--- src/rtl/card_dealer.sv ---
// card_dealer: deals BlackJack ranks 1..13 from a 52-card deck using a seeded 16-bit LFSR.
// Optional `CARD_DEALER_REMAINING_EN adds the o_Remaining (cards left) output.
module card_dealer #(
    parameter int WIDTH     = 12,
    parameter int MAX_TRIES = 8
) (
    input  logic             clk_50M,
    input  logic             i_Rst_n,
    input  logic [WIDTH-1:0] i_Seed,
    input  logic             i_LoadSeed,
    input  logic             i_NewDeck,
    input  logic             i_Draw,
    output logic [3:0]       o_Card,
    output logic [3:0]       o_Value,
    output logic             o_Valid,
    output logic             o_Busy,
`ifdef CARD_DEALER_REMAINING_EN
    output logic [5:0]       o_Remaining,
`endif
    output logic             o_DeckEmpty
);

    localparam logic [15:0] LFSR_INIT = 16'hACE1;
    localparam logic [15:0] LFSR_TAPS = 16'hB400;  // x^16+x^14+x^13+x^11+1, right-shifting Galois form
    localparam logic [5:0]  DECK_SIZE = 6'd52;
    localparam logic [3:0]  LAST_TRY  = 4'(MAX_TRIES - 1);

    typedef enum logic [1:0] {IDLE, RAND, SCAN, DONE} state_t;

    state_t      state, state_next;
    logic [15:0] lfsr, seed_ext;
    logic [2:0]  rank_cnt [13];
    logic [5:0]  dealt;
    logic [3:0]  try_cnt, try_next;
    logic [3:0]  idx, idx_next;
    logic [3:0]  cand;
    logic        accept;

    assign seed_ext = 16'(i_Seed);

    // NOTE: sequential state always uses <= so every register samples pre-edge values.
    always_ff @(posedge clk_50M or negedge i_Rst_n) begin
        if (!i_Rst_n)
            lfsr <= LFSR_INIT;
        else if (i_LoadSeed)
            lfsr <= (seed_ext == 16'h0000) ? LFSR_INIT : seed_ext;
        else
            lfsr <= {1'b0, lfsr[15:1]} ^ (lfsr[0] ? LFSR_TAPS : 16'h0000);
    end

    // A candidate is accepted when it names a real rank that still has cards left.
    always_comb begin
        // NOTE: every always_comb output gets a default first so no path infers a latch.
        cand   = (state == SCAN) ? idx : lfsr[3:0];
        accept = 1'b0;
        for (int i = 0; i < 13; i++)
            if (cand == 4'(i + 1) && rank_cnt[i] < 3'd4)
                accept = 1'b1;
    end

    always_comb begin
        state_next = state;
        try_next   = try_cnt;
        idx_next   = idx;
        case (state)
            IDLE: if (i_Draw && !o_DeckEmpty) begin
                state_next = RAND;
                try_next   = 4'd0;
            end
            RAND: if (accept) begin
                state_next = DONE;
            end else if (try_cnt == LAST_TRY) begin
                state_next = SCAN;
                idx_next   = 4'd1;
            end else begin
                try_next = try_cnt + 4'd1;
            end
            SCAN: if (accept) begin
                state_next = DONE;
            end else if (idx == 4'd13) begin
                state_next = IDLE;
            end else begin
                idx_next = idx + 4'd1;
            end
            DONE:    state_next = IDLE;
            default: state_next = IDLE;
        endcase
        if (i_NewDeck)
            state_next = IDLE;
    end

    always_ff @(posedge clk_50M or negedge i_Rst_n) begin
        if (!i_Rst_n) begin
            state   <= IDLE;
            try_cnt <= 4'd0;
            idx     <= 4'd0;
        end else begin
            state   <= state_next;
            try_cnt <= try_next;
            idx     <= idx_next;
        end
    end

    // The dealt rank is captured on entry to DONE and then held until the next deal.
    always_ff @(posedge clk_50M or negedge i_Rst_n) begin
        if (!i_Rst_n) begin
            o_Card  <= 4'd0;
            o_Value <= 4'd0;
        end else if (state_next == DONE) begin
            o_Card  <= cand;
            o_Value <= (cand >= 4'd10) ? 4'd10 : cand;
        end
    end

    assign o_Valid = (state == DONE);
    assign o_Busy  = (state != IDLE);

    // NOTE: rank_cnt is a tiny register array, not a RAM, so it takes the async reset like any flop.
    always_ff @(posedge clk_50M or negedge i_Rst_n) begin
        if (!i_Rst_n) begin
            for (int i = 0; i < 13; i++)
                rank_cnt[i] <= 3'd0;
            dealt       <= 6'd0;
            o_DeckEmpty <= 1'b0;
        end else if (i_NewDeck) begin
            for (int i = 0; i < 13; i++)
                rank_cnt[i] <= 3'd0;
            dealt       <= 6'd0;
            o_DeckEmpty <= 1'b0;
        end else if (state == DONE) begin
            for (int i = 0; i < 13; i++)
                if (o_Card == 4'(i + 1))
                    rank_cnt[i] <= rank_cnt[i] + 3'd1;
            dealt       <= dealt + 6'd1;
            o_DeckEmpty <= (dealt + 6'd1 == DECK_SIZE);
        end
    end

`ifdef CARD_DEALER_REMAINING_EN
    always_ff @(posedge clk_50M or negedge i_Rst_n) begin
        if (!i_Rst_n)
            o_Remaining <= DECK_SIZE;
        else if (i_NewDeck)
            o_Remaining <= DECK_SIZE;
        else if (state == DONE)
            o_Remaining <= DECK_SIZE - dealt - 6'd1;
    end
`endif

endmodule

--- config.mk ---
export PLATFORM = sky130hd
export DESIGN_NAME = card_dealer
export DESIGN_NICKNAME = d
export VERILOG_FILES = /design/src/rtl/card_dealer.sv
export SDC_FILE = /design/constraint.sdc
export NUM_CORES = 1
export LEC_CHECK = 0
export CAP_MARGIN = 20
export CORE_MARGIN = 4
export CORE_UTILIZATION = 50
export CTS_BUF_LIST = sky130_fd_sc_hd__clkbuf_2
export DETAILED_ROUTE_END_ITERATION = 8
export GPL_ROUTABILITY_DRIVEN = 0
export HOLD_SLACK_MARGIN = 0.03
export PLACE_DENSITY_LB_ADDON = 0.3
export SYNTH_ARGS = -nofsm -noshare
export SYNTH_HDL_FRONTEND = slang
export SYNTH_SLANG_ARGS = --single-unit
export TNS_END_PERCENT = 100
--- constraint.sdc ---
create_clock -name clk_50M -period 2.8 [get_ports clk_50M]
set_input_delay 0.28 -clock clk_50M [delete_from_list [all_inputs] [get_ports clk_50M]]
set_output_delay 0.28 -clock clk_50M [all_outputs]
set_load 0.01 [all_outputs]
== Word-level counts from Yosys, hierarchy flattened ==
Index checks and enable logic that the tools add are counted.
Widths: inputs -> output; s select.

* Reductions and logical operators: 49
* Add/sub/neg operators: 16
* Multiplexer cells: 53
* $lt $le $gt $ge: 14
* Equal/unequal tests: 39
* Bitwise logic cells: 1

{| class="wikitable"
|+ Operators by type and width
! operator !! count
|-
| $mux 39 || 2
|-
| $eq 4x4->1 const B || 13
|-
| $mux 16 || 3
|-
| $add 3x1->3 const B || 13
|-
| $lt 3x3->1 const B || 13
|-
| $mux 3 || 13
|-
| $eq 4x3->1 const B || 9
|-
| $mux 4 || 9
|-
| $reduce_bool 2->1 || 17
|-
| $reduce_and 2->1 || 13
|-
| $eq 4x2->1 const B || 4
|-
| $logic_not 16->1 || 1
|-
| $pmux 4 s2 || 2
|-
| $xor 15x16->16 || 1
|-
| $mux 1 || 15
|-
| $logic_and 1x1->1 || 14
|-
| $mux 2 || 6
|-
| $mux 6 || 2
|-
| $ne 2x2->1 const B || 6
|-
| $add 4x1->4 const B || 2
|-
| $eq 4x1->1 const B || 2
|-
| $pmux 2 s4 || 1
|-
| $add 6x1->6 const B || 1
|-
| $eq 2x2->1 const B || 3
|-
| other kinds (7) || 7
|}

* Register bits: 80
* Output and inout bits: 11
* Input bits: 17
* Logic and storage cells: 193

== Depth between registers and ports, before layout ==
Gate-level depths: netlist of the first run.

* Word-level depth: 21
* Mapped depth: 9
* Gate-level depth less buffers: 7

== Worst setup path after synthesis of the first run ==
OpenSTA, ideal clock, no wires.

* Path kind: register to register
* From: register state[0]
* To: register idx[0]
* Period minus slack after synthesis: 2.209 ns
* Library setup time: 0.128 ns
* Arrival time: 2.081 ns
* Path buffers: 1
* Required time: 2.672 ns
* Cell stages (with the launch flop): 9
* Path slack: 0.591 ns
* Cell sequence: dfrtp_1 > nor2b_2 > buf_6 > mux2_4 > o31ai_1 > a21oi_1 > o211ai_4 > nand2b_1 > mux2_1

* Longest elaborated chain between the ends: 19
* Elaborated cells on any way between the ends: 49
* Classes of those cells: eq/ne (19); mux (15); reduce/logical (15)

{| class="wikitable"
|+ Ends and longest elaborated chain
! what !! line !! source
|-
| start, declared || 30 || <nowiki>state_t state, state_next;</nowiki>
|-
| start signal, assigned || 98 || <nowiki>state <= state_next;</nowiki>
|-
| $eq 2x2->1 || 54, 65 ||
|-
| $mux 4 || 54 || <nowiki>cand = (state == SCAN) ? idx : lfsr[3:0];</nowiki>
|-
| $eq 4x1->1 || 57 || <nowiki>if (cand == 4'(i + 1) && rank_cnt[i] < 3'd4)</nowiki>
|-
| $logic_and 1x1->1 || 57 ||
|-
| $mux 1 (13 in series) || 57 ||
|-
| $ne 2x2->1 (no source line) || n/a ||
|-
| $reduce_and 5->1 (no source line) || n/a ||
|-
| end signal, assigned || 100 || <nowiki>idx <= idx_next;</nowiki>
|-
| end, declared || 35 || <nowiki>logic [3:0] idx, idx_next;</nowiki>
|}

Several ways; a longest one is shown, not always the timed one.
A chain may end at the register's enable or synchronous reset.

== Worst setup path in the final report of the first run ==
* From: register state[0]
* To: output o_Valid

* Longest elaborated chain between the ends: 1

{| class="wikitable"
|+ Ends and longest elaborated chain
! what !! line !! source
|-
| $eq 2x2->1 || 115 || <nowiki>assign o_Valid = (state == DONE);</nowiki>
|-
| end, declared || 15 || <nowiki>output logic o_Valid,</nowiki>
|}

No other way between the ends.

==> results of run 1 <==
cell usage after synthesis, types with 2 or more instances:
library cell  number
dfrtp_1           72
nor2_1            54
nand2_1           44
o21ai_0           19
ha_1              18
xor2_1            18
a21oi_1           16
mux2i_1           16
xnor2_1           16
inv_1             11
clkbuf_1          10
dfstp_2            8
nand3_1            8
nor3_1             8
mux2_4             7
nand2b_1           6
mux2_2             5
buf_6              4
nor4_1             4
a31oi_1            3
and3_1             3
nand4_1            3
nor2b_1            3
a211oi_1           2
a21o_1             2
mux2_1             2
nand4b_1           2
nor4bb_1           2
o211ai_1           2
o22ai_1            2
o31ai_1            2
or3_1              2
or4_1              2
final timing paths:
check                              end  slack [ns]
max in group asynchronous  rank_cnt[2]        1.70
hold / removal                 lfsr[2]        0.33
setup / recovery               o_Valid        0.19
setup reg to reg                idx[1]        0.20
hold reg to reg                lfsr[7]        0.51
min in group asynchronous     dealt[1]        0.41
placed cells by master, fill, tap and decap left out, drive strengths merged, types with 3 or more instances in the layout:
cell	netlist	routed
nor3	8	8
mux2i	18	18
nor2	54	54
nand3	8	8
dfstp	8	8
nand2b	6	6
clkdlybuf4s50	0	26
a31oi	4	4
and3	3	3
mux2	14	14
inv	11	13
o211ai	4	4
nor4	4	4
clkbuf	10	9
xnor2	16	16
xor2	18	18
buf	5	7
a21o	3	3
nand2	45	45
nand4	3	3
o31ai	3	3
nor2b	4	4
ha	18	18
dfrtp	72	72
o21ai	19	19
a21oi	16	16
metrics by stage:
| stage | setup TNS [ns] | setup slack [ns] | std cells | hold slack, ns | utilization, % |
|---|---|---|---|---|---|
| 2_1_floorplan | 0 | 0.5909 | 394 | -0.01559 | - |
| 3_3_place_gp | 0 | 0.3018 | 514 | 0.4462 | 56.73 |
| 3_5_place_dp | 0 | 0.2305 | 514 | 0.4638 | 56.73 |
| 4_1_cts | 0 | 0.1584 | 531 | 0.2892 | 58.74 |
| 5_1_grt | -0.01571 | -0.01571 | 531 | 0.3058 | 58.85 |
| 6_report | 0 | 0.1892 | 531 | 0.3265 | 58.85 |
registers in the layout, summed over array words and instances (netlist names), 2 cells and up:
signal    count
rank_cnt     39
lfsr         16
dealt         6
idx           4
o_Card        4
o_Value       4
try_cnt       4
state         2
what timing repair did:
action                     4_1_cts  5_1_grt
hold buffers                     1        0
hold endpoints to repair        72        0
setup endpoints to repair        0        2
resized for setup                0        2
cell type report:
cell class | instances | area, um2
Tap cell | 102 | 127.6
Timing Repair Buffer | 34 | 322.8
Multi-Input combinational cell | 287 | 1959
Sequential cell | 80 | 2012
Fill cell | 683 | 3229
Clock buffer | 9 | 45.04
Clock inverter | 7 | 102.6
Inverter | 12 | 48.80
power by group through the flow:
stage	Sequential, mW	Clock, mW	Combinational (mW)
finish	1.43	0.733	0.688
floorplan	1.41	0	0.427
global route	1.45	0.805	0.764
global placement	1.45	0	0.678
CTS	1.42	0.749	0.695
detailed placement	1.44	0	0.689
logic make-up (layout without fill, tap and decap cells):
kind of cell | count (synthesis) | in the layout
AOI/OAI and AO/OA | 57 | 57
adders and majority gates | 18 | 18
buffers and inverters | 27 | 62
xor gates and xnor gates | 34 | 34
and+or+nand+nor | 146 | 146
muxes | 32 | 32
DFF | 80 | 80
metal layers:
metal	vias up	track usage, %	routed length, um
li1	1405	-	-
met5	-	0	0
met4	0	6.618	127
met3	13	3.185	212
met2	36	26.78	3659
met1	1402	25.39	3926
worst register-to-register path: stages (launching register included):
cell and delay, ns:
dfrtp_1 0.45, buf_4 0.21, and3b_1 0.22, a21o_2 0.26, a211oi_1 0.29, o31ai_2 0.12, o211ai_4 0.35, nand2b_1 0.25
mux2_1 0.36
==> summary.md, run 1 <==
| Metric | Value |
|---|---|
| Clk_lat worst skew | 0.52 ns |
| ANT nets after route | 0 |
| Vias per cell | 5.379 |
| Critical path launch point | state[0] |
| Syn Inst Count | approximately 390 |
| Full die area | approximately 0.0097 mm2 |
| Rel. slew slack | between 30% and 40% |
| Kind of end point of the critical path | output port |
| DR WL/cell | between 10 and 15 um |
| Syn Nets | 429 |
| Clock share of power | between 20% and 30% |
| Cell Area, Placed | between 0.004 and 0.005 mm2 |
| Worst r2r path cells | 8 |
| Cell taking the most area after synthesis | dfrtp_1 |
| Vias in the first global route | 2922 |
| Period minus WS final | 2.611 ns |
| CP Max Fanout | 14 |
| Clock Skew | about 0.028 ns |
| Synth Warn # | 0 |
| Max-Cap Viols | 0 |
| Final number of setup-violating endpoints | 0 |
| Setup Fix Bufs, Post-CTS | 0 |
| Worst path depth | 4 |
| Leakage | 2.127 nW |
| Worst endpoint required time | around 2.5 ns |
| Layout area overhead | 12.67% |
| Share of layout cells above drive strength 1 | 12.59% |
| TritonCTS clock tree | built |
| VDD IR-drop max | 327.5 uV |
| Switching pwr | 0.9173 mW |
| Distinct cell type count after synthesis | just over 50 |
| Detailed Route WL | 7926 um |
| Power per cell area | 616.9 mW/mm2 |
| Post-synthesis sequential area ratio | 49.08% |
| CP Launch Type | flip-flop |
| Critical path arrival | 2.33 ns |
| CTS root buf | clkbuf_2 |
| Number of buffers created by CTS | 9 |
| Post-synth EDFFs | 0 |
| Clk sinks | 80 |
| Synthesized area per cell | around 10 um2 |
| Post-synthesis compound-gate area fraction | under 10% |
| Slowest stage cell, crit path | clkdlybuf4s50_1 |
| Overflow after GRT | 0 |
| Post-Synth Simple-Gate Area | 16.45% |
| H-tree Lvls | 3 |
| Post-synthesis async set-or-reset flop share | 100.0% |
| Critical R2R Launch | state[0] |
| Die width | roughly 100 um |
| Outcome | finished, final reports clean |
| Hold crit path type | input port to flip-flop |
| Slew @ Worst Pin | ~1 ns |
| WP buf/inv | 3 |
| Power, Total | 2.849 mW |
| Syn Std Cell Area | between 0.004 and 0.005 mm2 |
| Top post-synthesis cells by area | dfrtp_1, ha_1, dfstp_2 |
| Core area | 0.007848 mm2 |
| Seq pwr share | 50.1% |
| Post-Synth Adder-Cell Area | about 5.5% |
| FMAX | 383.0 MHz |
| Initial Util | 52.23% |
| Hold path start | i_Seed[2] |
| Pin count of the biggest net entering global routing | 81 |
| Critical path type | flip-flop to output port |
| Number of DRC markers in iteration 0 | 112 |
| FF+latch count, synth | 80 |
| Internal power | approximately 1.9 mW |
| DPL Wire Length | 5612 um |
| Post-route DRC | 0 |
| Fin nets | 459 |
| Maximum buffer depth of the clock tree | 2 |
| Final period utilization | around 93% |
| First-pass GRT wire length | 13980 um |
| CP top delay family | buffers and inverters |
| Top_reg_cell synth | dfrtp_1 |
| Pre-Repair DR Iteration Count | 5 |
| Worst path max stage delay | 0.53 ns |
| Hold path cells | 3 |
| Io pins | 28 |
| Sw frac | 32.20% |
| Fin. Hold Viols | 0 |
| Chip height | slightly below 100 um |
| Largest family of logic cells by synthesized area | simple AND/OR/NAND/NOR gates |
| Critical path, cell by cell | buf_4 -> nand2_1 -> clkinvlp_4 -> clkdlybuf4s50_1 |
| Post-synthesis mux area share | under 10% |
| Fin area | 0.004618 mm2 |
| Slew Limit Fails | 0 |
| Combinational Power Share | 24.2% |
| Tot GR Track Use | between 15 and 20% |
| Number of port buffers | 27 |
| Rows | 32 |
| Ant. Diodes | 0 |
| Share of the synthesized area in the top cell type | 43.96% |
| Reg clk slew, reported paths | between 0.2 and 0.25 ns |
| Antenna violations before repair | 0 |
| XOR/XNOR Fraction of Synth Area | 7.265% |
| Vias | 2856 |
Power figures use the tool's default switching activity.
==> inputs of run 2 (changes only) <==
--- a/config.mk
+++ b/config.mk
@@ -6,6 +6,7 @@
 export NUM_CORES = 1
 export LEC_CHECK = 0
 export CAP_MARGIN = 20
+export CORE_ASPECT_RATIO = 1.1
 export CORE_MARGIN = 4
 export CORE_UTILIZATION = 50
 export CTS_BUF_LIST = sky130_fd_sc_hd__clkbuf_2
==> summary.md, run 2 (same netlist as run 1, synthesis figures left out) <==
| Metric | Value |
|---|---|
| Core area | 0.007955 mm2 (+1.4%) |
| Number of port buffers | 27 (unchanged) |
| Vias per cell | 5.354 (-0.45%) |
| Setup Fix Bufs, Post-CTS | 0 (unchanged) |
| Reg clk slew, reported paths | 0.22 ns (-0.02 ns) |
| Hold crit path type | input port to async pin |
| Number of DRC markers in iteration 0 | 153 (+37%) |
| Fin nets | 461 (+0.44%) |
| Setup tns final | 0 ns (unchanged) |
| Max reg flops | 39 (unchanged) |
| Clock Skew | 0.03117 ns (+0.002834 ns) |
| Fin area | 0.004659 mm2 (+0.89%) |
| Critical R2R Launch | state[0] |
| Number of buffers created by CTS | 9 (unchanged) |
| Antenna violations before repair | 0 (unchanged) |
| Slew Limit Fails | 0 (unchanged) |
| Critical path arrival | 3.05 ns (+0.72 ns) |
| Worst endpoint required time | 3.23 ns (+0.71 ns) |
| Max-Cap Viols | 0 (unchanged) |
| Clk sinks | 80 (unchanged) |
| Post-Place Worst Slack | 0.2221 ns (-0.008345 ns) |
| DR WL/cell | 14.94 um (about the same) |
| Combinational Power Share | 23.6% (-0.6 points) |
| Post-cts repair resize count | 0 (unchanged) |
| Ant. Diodes | 0 (unchanged) |
| CP Launch Type | flip-flop |
| TritonCTS clock tree | built |
| Internal power | 2.001 mW (+3.6%) |
| Io pins | 28 (unchanged) |
| Cell Area, Placed | 0.004467 mm2 (+0.34%) |
| H-tree Lvls | 3 (unchanged) |
| DPL Wire Length | 5718 um (+1.9%) |
| Fillers | 711 (+4.1%) |
| Initial Util | 51.53% (-0.71 points) |
| Die width | 94.33 um (-4.3%) |
| Final period utilization | 93.28% (about the same) |
| Critical path type | flip-flop to flip-flop |
| Clock share of power | 26.8% (+1.1 points) |
| Period minus WS final | 2.612 ns (+0.001039 ns) |
| Sw frac | 30.64% (-1.6 points) |
| Power per cell area | 619.3 mW/mm2 (+0.39%) |
| Tot GR Track Use | 18.01% (+0.35 points) |
| Fin. Hold Viols | 0 (unchanged) |
| VDD IR-drop max | 310.3 uV (-5.2%) |
| Seq pwr share | 49.6% (-0.5 points) |
| Final number of setup-violating endpoints | 0 (unchanged) |
| Most common cell after layout, fill and taps aside | dfrtp_1 |
| Share of layout cells above drive strength 1 | 12.30% (-0.29 points) |
| Layout area overhead | 13.68% |
| Worst r2r path cells | 8 (unchanged) |
| ANT nets after route | 0 (unchanged) |
| Reg with most FFs | rank_cnt |
| Full die area | 0.009712 mm2 (about the same) |
| Pre-Repair DR Iteration Count | 4 (-1) |
| CTS root buf | clkbuf_2 |
| Commonest cells after routing, fill and taps aside | dfrtp_1, nor2_1, nand2_1 |
| Setup WS post-layout | 0.1882 ns (-0.001039 ns) |
| Maximum buffer depth of the clock tree | 2 (unchanged) |
| R2R setup slack | 0.19 ns (about the same) |
| Chip height | 103.0 um (+4.5%) |
| R2R Path End | idx[0] |
| CP Max Fanout | 15 (+1) |
| First-pass GRT wire length | 13740 um (-1.7%) |
| Slew @ Worst Pin | 0.6007 ns (-0.4022 ns) |
| Post-route DRC | 0 (unchanged) |
| Kind of end point of the critical path | flip-flop |
| Detailed Route WL | 8051 um (+1.6%) |
| Rel. slew slack | 59.59% (+26 points) |
| Pin count of the biggest net entering global routing | 81 (unchanged) |
| Largest regs | rank_cnt: 39 flops, lfsr: 16 flops, dealt: 6 flops |
| Multi-input logic area | 0.001954 mm2 (-0.26%) |
| Vias | 2886 (+1.1%) |
| Overflow after GRT | 0 (unchanged) |
| Rows | 34 (+6.3%) |
| RSZ-0062 raised after global routing | no |
| FMAX | 382.9 MHz (about the same) |
| Vias in the first global route | 2854 (-2.3%) |
| Outcome | finished, final reports clean |
| Clk_lat worst skew | 0.52 ns (about the same) |
| Switching pwr | 0.8840 mW (-3.6%) |
| Leakage | 2.150 nW (+1.1%) |
| Reg area | 0.002012 mm2 (unchanged) |
## run 2: changes by cell type in the layout (fill, tap and decap cells not counted), sizes merged
| cell | delta |
|---|---|
| bufinv | +1 |
| clkinv | +2 |
| buf | +2 |
| inv | -2 |
| clkinvlp | -1 |
## run 2: cell type report
class | count | area share (%)
Clock inverter | 7 | 2.363
Sequential cell | 80 | 43.18
Tap cell | 108 | 2.900
Inverter | 12 | 0.9667
Multi-Input combinational cell | 287 | 41.94
Timing Repair Buffer | 36 | 7.680
Clock buffer | 9 | 0.9667
## run 2: per-stage QoR
stage          total power [mW]  instances  hold WS, ns  utilization [%]
3_5_place_dp              2.133        521       0.4582            56.15
6_report                  2.885        539      0.08844            58.57
3_3_place_gp              2.114        521       0.4528            56.15
5_1_grt                   3.041        539      0.04616            58.57
2_1_floorplan             1.842        394     -0.01559                -
4_1_cts                   2.910        538       0.3180            58.23
## run 2: how the worst max path moves through the flow
stage | start | slack, ns | to | cells past startpoint
final | state[0] | 0.19 | idx[0] | 8
after floorplan | state[0] | 0.59 | idx[0] | 8
after global routing | state[0] | 0.02 | idx[0] | 8
after detailed placement | state[0] | 0.22 | idx[1] | 8
after CTS | state[0] | 0.18 | idx[0] | 8
after global placement | state[0] | 0.33 | idx[0] | 7
## run 2: timing repair
item                                    CTS  global route
hold buffers                              1             0
endpoints found under the setup margin    0             0
hold endpoints to repair                 72             0
## run 2: power groups by stage
stage	logic, mW	clock network (mW)	registers (mW)
3_3_place_gp	0.667	0	1.45
3_5_place_dp	0.682	0	1.45
6_report	0.682	0.773	1.43
4_1_cts	0.687	0.790	1.43
2_1_floorplan	0.427	0	1.41
5_1_grt	0.755	0.832	1.45
## run 2: per-layer routing
metal | track usage (%) | routed length [um]
met4 | 7.222 | 153
met1 | 22.77 | 3613
met2 | 31.06 | 4115
met5 | 0 | 0
met3 | 2.774 | 169
## run 2: worst max-delay path, stage by stage (launching register included)
cell	delay, ns
dfrtp_1	0.48
nor2b_2	0.29
buf_4	0.21
mux2i_4	0.33
mux2i_1	0.26
o211ai_2	0.13
o211ai_4	0.24
nand2b_1	0.25
mux2_1	0.34
==> inputs of run 3 (changes only) <==
--- a/config.mk
+++ b/config.mk
@@ -8,12 +8,13 @@
 export CAP_MARGIN = 20
 export CORE_ASPECT_RATIO = 1.1
 export CORE_MARGIN = 4
-export CORE_UTILIZATION = 50
+export CORE_UTILIZATION = 61
 export CTS_BUF_LIST = sky130_fd_sc_hd__clkbuf_2
 export DETAILED_ROUTE_END_ITERATION = 8
 export GPL_ROUTABILITY_DRIVEN = 0
 export HOLD_SLACK_MARGIN = 0.03
-export PLACE_DENSITY_LB_ADDON = 0.3
+export PLACE_DENSITY = 0.79
+export REMOVE_ABC_BUFFERS = 1
 export SYNTH_ARGS = -nofsm -noshare
 export SYNTH_HDL_FRONTEND = slang
 export SYNTH_SLANG_ARGS = --single-unit
==> summary.md, run 3 (same netlist as run 1, synthesis figures left out) <==
| Metric | Value |
|---|---|
| Outcome | finished, final reports clean |
| Final period utilization | 88.58% (-4.7 points) |
| Initial Util | 62.53% (+11 points) |
| Pre-Repair DR Iteration Count | 4 (unchanged) |
| Max reg flops | 39 (unchanged) |
| Pin count of the biggest net entering global routing | 81 (unchanged) |
| CP Launch Type | flip-flop |
| Worst endpoint required time | 3.29 ns (+0.06 ns) |
| Setup Fix Bufs, Post-CTS | 0 (unchanged) |
| Io pins | 28 (unchanged) |
| Ant. Diodes | 0 (unchanged) |
| Period minus WS final | 2.480 ns (-0.1315 ns) |
| Critical path type | flip-flop to flip-flop |
| DR WL/cell | 15.28 um (+2.3%) |
| Full die area | 0.008097 mm2 (-17%) |
| FMAX | 403.2 MHz (+5.3%) |
| Number of port buffers | 27 (unchanged) |
| Critical path arrival | 2.97 ns (-0.08 ns) |
| Final number of setup-violating endpoints | 0 (unchanged) |
| Worst r2r path cells | 9 (+1) |
| Fin nets | 461 (unchanged) |
| Vias per cell | 5.651 (+5.5%) |
| TritonCTS clock tree | built |
| Number of DRC markers in iteration 0 | 166 (+8.5%) |
| Power per cell area | 627.7 mW/mm2 (+1.4%) |
| Chip height | 93.98 um (-8.7%) |
| Detailed Route WL | 7838 um (-2.6%) |
| Hold Path End | lfsr[1] |
| Reg with most FFs | rank_cnt |
| CTS hold repair buffers | 1 (unchanged) |
| Overflow after GRT | 0 (unchanged) |
| R2R Path End | try_cnt[3] |
| Core area | 0.006555 mm2 (-18%) |
| Clock Skew | 0.03607 ns (+0.004899 ns) |
| Clk sinks | 80 (unchanged) |
| Vias | 2899 (+0.45%) |
| Hold crit path type | input port to flip-flop |
| Hold path cells | 3 |
| VDD IR-drop max | 467.4 uV (+51%) |
| Number of buffers created by CTS | 9 (unchanged) |
| Tot GR Track Use | 21.20% (+3.2 points) |
| RSZ-0062 raised after global routing | no |
| Slew @ Worst Pin | 0.9915 ns (+0.3908 ns) |
| Critical R2R Launch | state[1] |
| R2R setup slack | 0.32 ns (+0.13 ns) |
| Fillers | 498 (-30%) |
| Largest regs | rank_cnt: 39 flops, lfsr: 16 flops, dealt: 6 flops |
| Max-Cap Viols | 0 (unchanged) |
| Slew Limit Fails | 0 (unchanged) |
| Hold path start | i_Seed[1] |
| Leakage | 2.151 nW (about the same) |
| Antenna violations before repair | 0 (unchanged) |
| Reg clk slew, reported paths | 0.21 ns (about the same) |
| H-tree Lvls | 3 (unchanged) |
| Clk_lat worst skew | 0.54 ns (+0.02 ns) |
| CTS root buf | clkbuf_2 |
| Rows | 31 (-8.8%) |
| Layout area overhead | 12.48% |
| First-pass GRT wire length | 13260 um (-3.5%) |
| Post-cts repair resize count | 0 (unchanged) |
| DPL Wire Length | 5558 um (-2.8%) |
| Die width | 86.16 um (-8.7%) |
| Maximum buffer depth of the clock tree | 2 (unchanged) |
| Final Util | 70.34% (+12 points) |
| Commonest cells after routing, fill and taps aside | dfrtp_1, nor2_1, nand2_1 |
| Post-route DRC | 0 (unchanged) |
| Vias in the first global route | 2835 (-0.67%) |
| Kind of end point of the critical path | flip-flop |
| Rel. slew slack | 33.90% (-26 points) |
| ANT nets after route | 0 (unchanged) |
| Setup tns final | 0 ns (unchanged) |
| CP Max Fanout | 9 (-6) |
| Most common cell after layout, fill and taps aside | dfrtp_1 |
| Fin. Hold Viols | 0 (unchanged) |
| Share of layout cells above drive strength 1 | 12.76% (+0.46 points) |
==> run 3: layout make-up <==
class | instances | area, um2 | share of cell area [%]
sequential | 80 | 2012 | 43.64
inverter | 12 | 45.04 | 0.9769
clock inverter | 6 | 108.9 | 2.361
timing repair buffer | 36 | 337.8 | 7.327
clock buffer | 10 | 50.05 | 1.085
tap | 82 | 102.6 | 2.225
multi-input combinational | 287 | 1954 | 42.39
==> run 3: routing by layer <==
metal	routed length, um	track usage, %	vias up	share of wire (%)
li1	-	-	1420	-
met1	3480	26.62	1427	44
met2	3974	35.28	41	51
met3	278	4.298	11	3.5
met4	104	9.235	0	1.3
met5	0	0	-	0
==> run 3: critical path, stage by stage (launching register included) <==
cell	delay, ns
dfrtp_1	0.46
nor2b_2	0.16
buf_4	0.18
mux2i_2	0.30
nor3_1	0.11
o31ai_2	0.28
o211ai_4	0.17
buf_4	0.19
or4_1	0.49
nand3_1	0.09
==> run 3: per-stage QoR <==
stage / area, um2 / instances / hold WS (ns) / power (mW) / setup WS [ns]
floorplan: 4011 / 379 / -0.01559 / 1.798 / 0.2509
global placement: 4442 / 496 / 0.4533 / 2.112 / 0.4106
detailed placement: 4442 / 496 / 0.4503 / 2.132 / 0.3577
CTS: 4611 / 513 / 0.2973 / 2.921 / 0.3239
global route: 4611 / 513 / 0.2833 / 3.051 / 0.1498
finish: 4611 / 513 / 0.3254 / 2.894 / 0.3197
==> run 3: power breakdown <==
part / internal (mW) / leakage, nW / switching, mW
Combinational: 0.351 / 1.00 / 0.328
Sequential: 1.28 / 1.05 / 0.153
Clock: 0.387 / 0.0959 / 0.400
==> run 3: how the worst max path moves through the flow <==
stage / start / cells past startpoint / to / slack, ns
final: state[1] / 9 / try_cnt[3] / 0.32
after detailed placement: state[1] / 8 / idx[0] / 0.36
after CTS: state[1] / 8 / idx[0] / 0.32
after global placement: state[1] / 8 / idx[1] / 0.41
after global routing: state[1] / 8 / idx[0] / 0.15
after floorplan: state[1] / 7 / idx[0] / 0.25
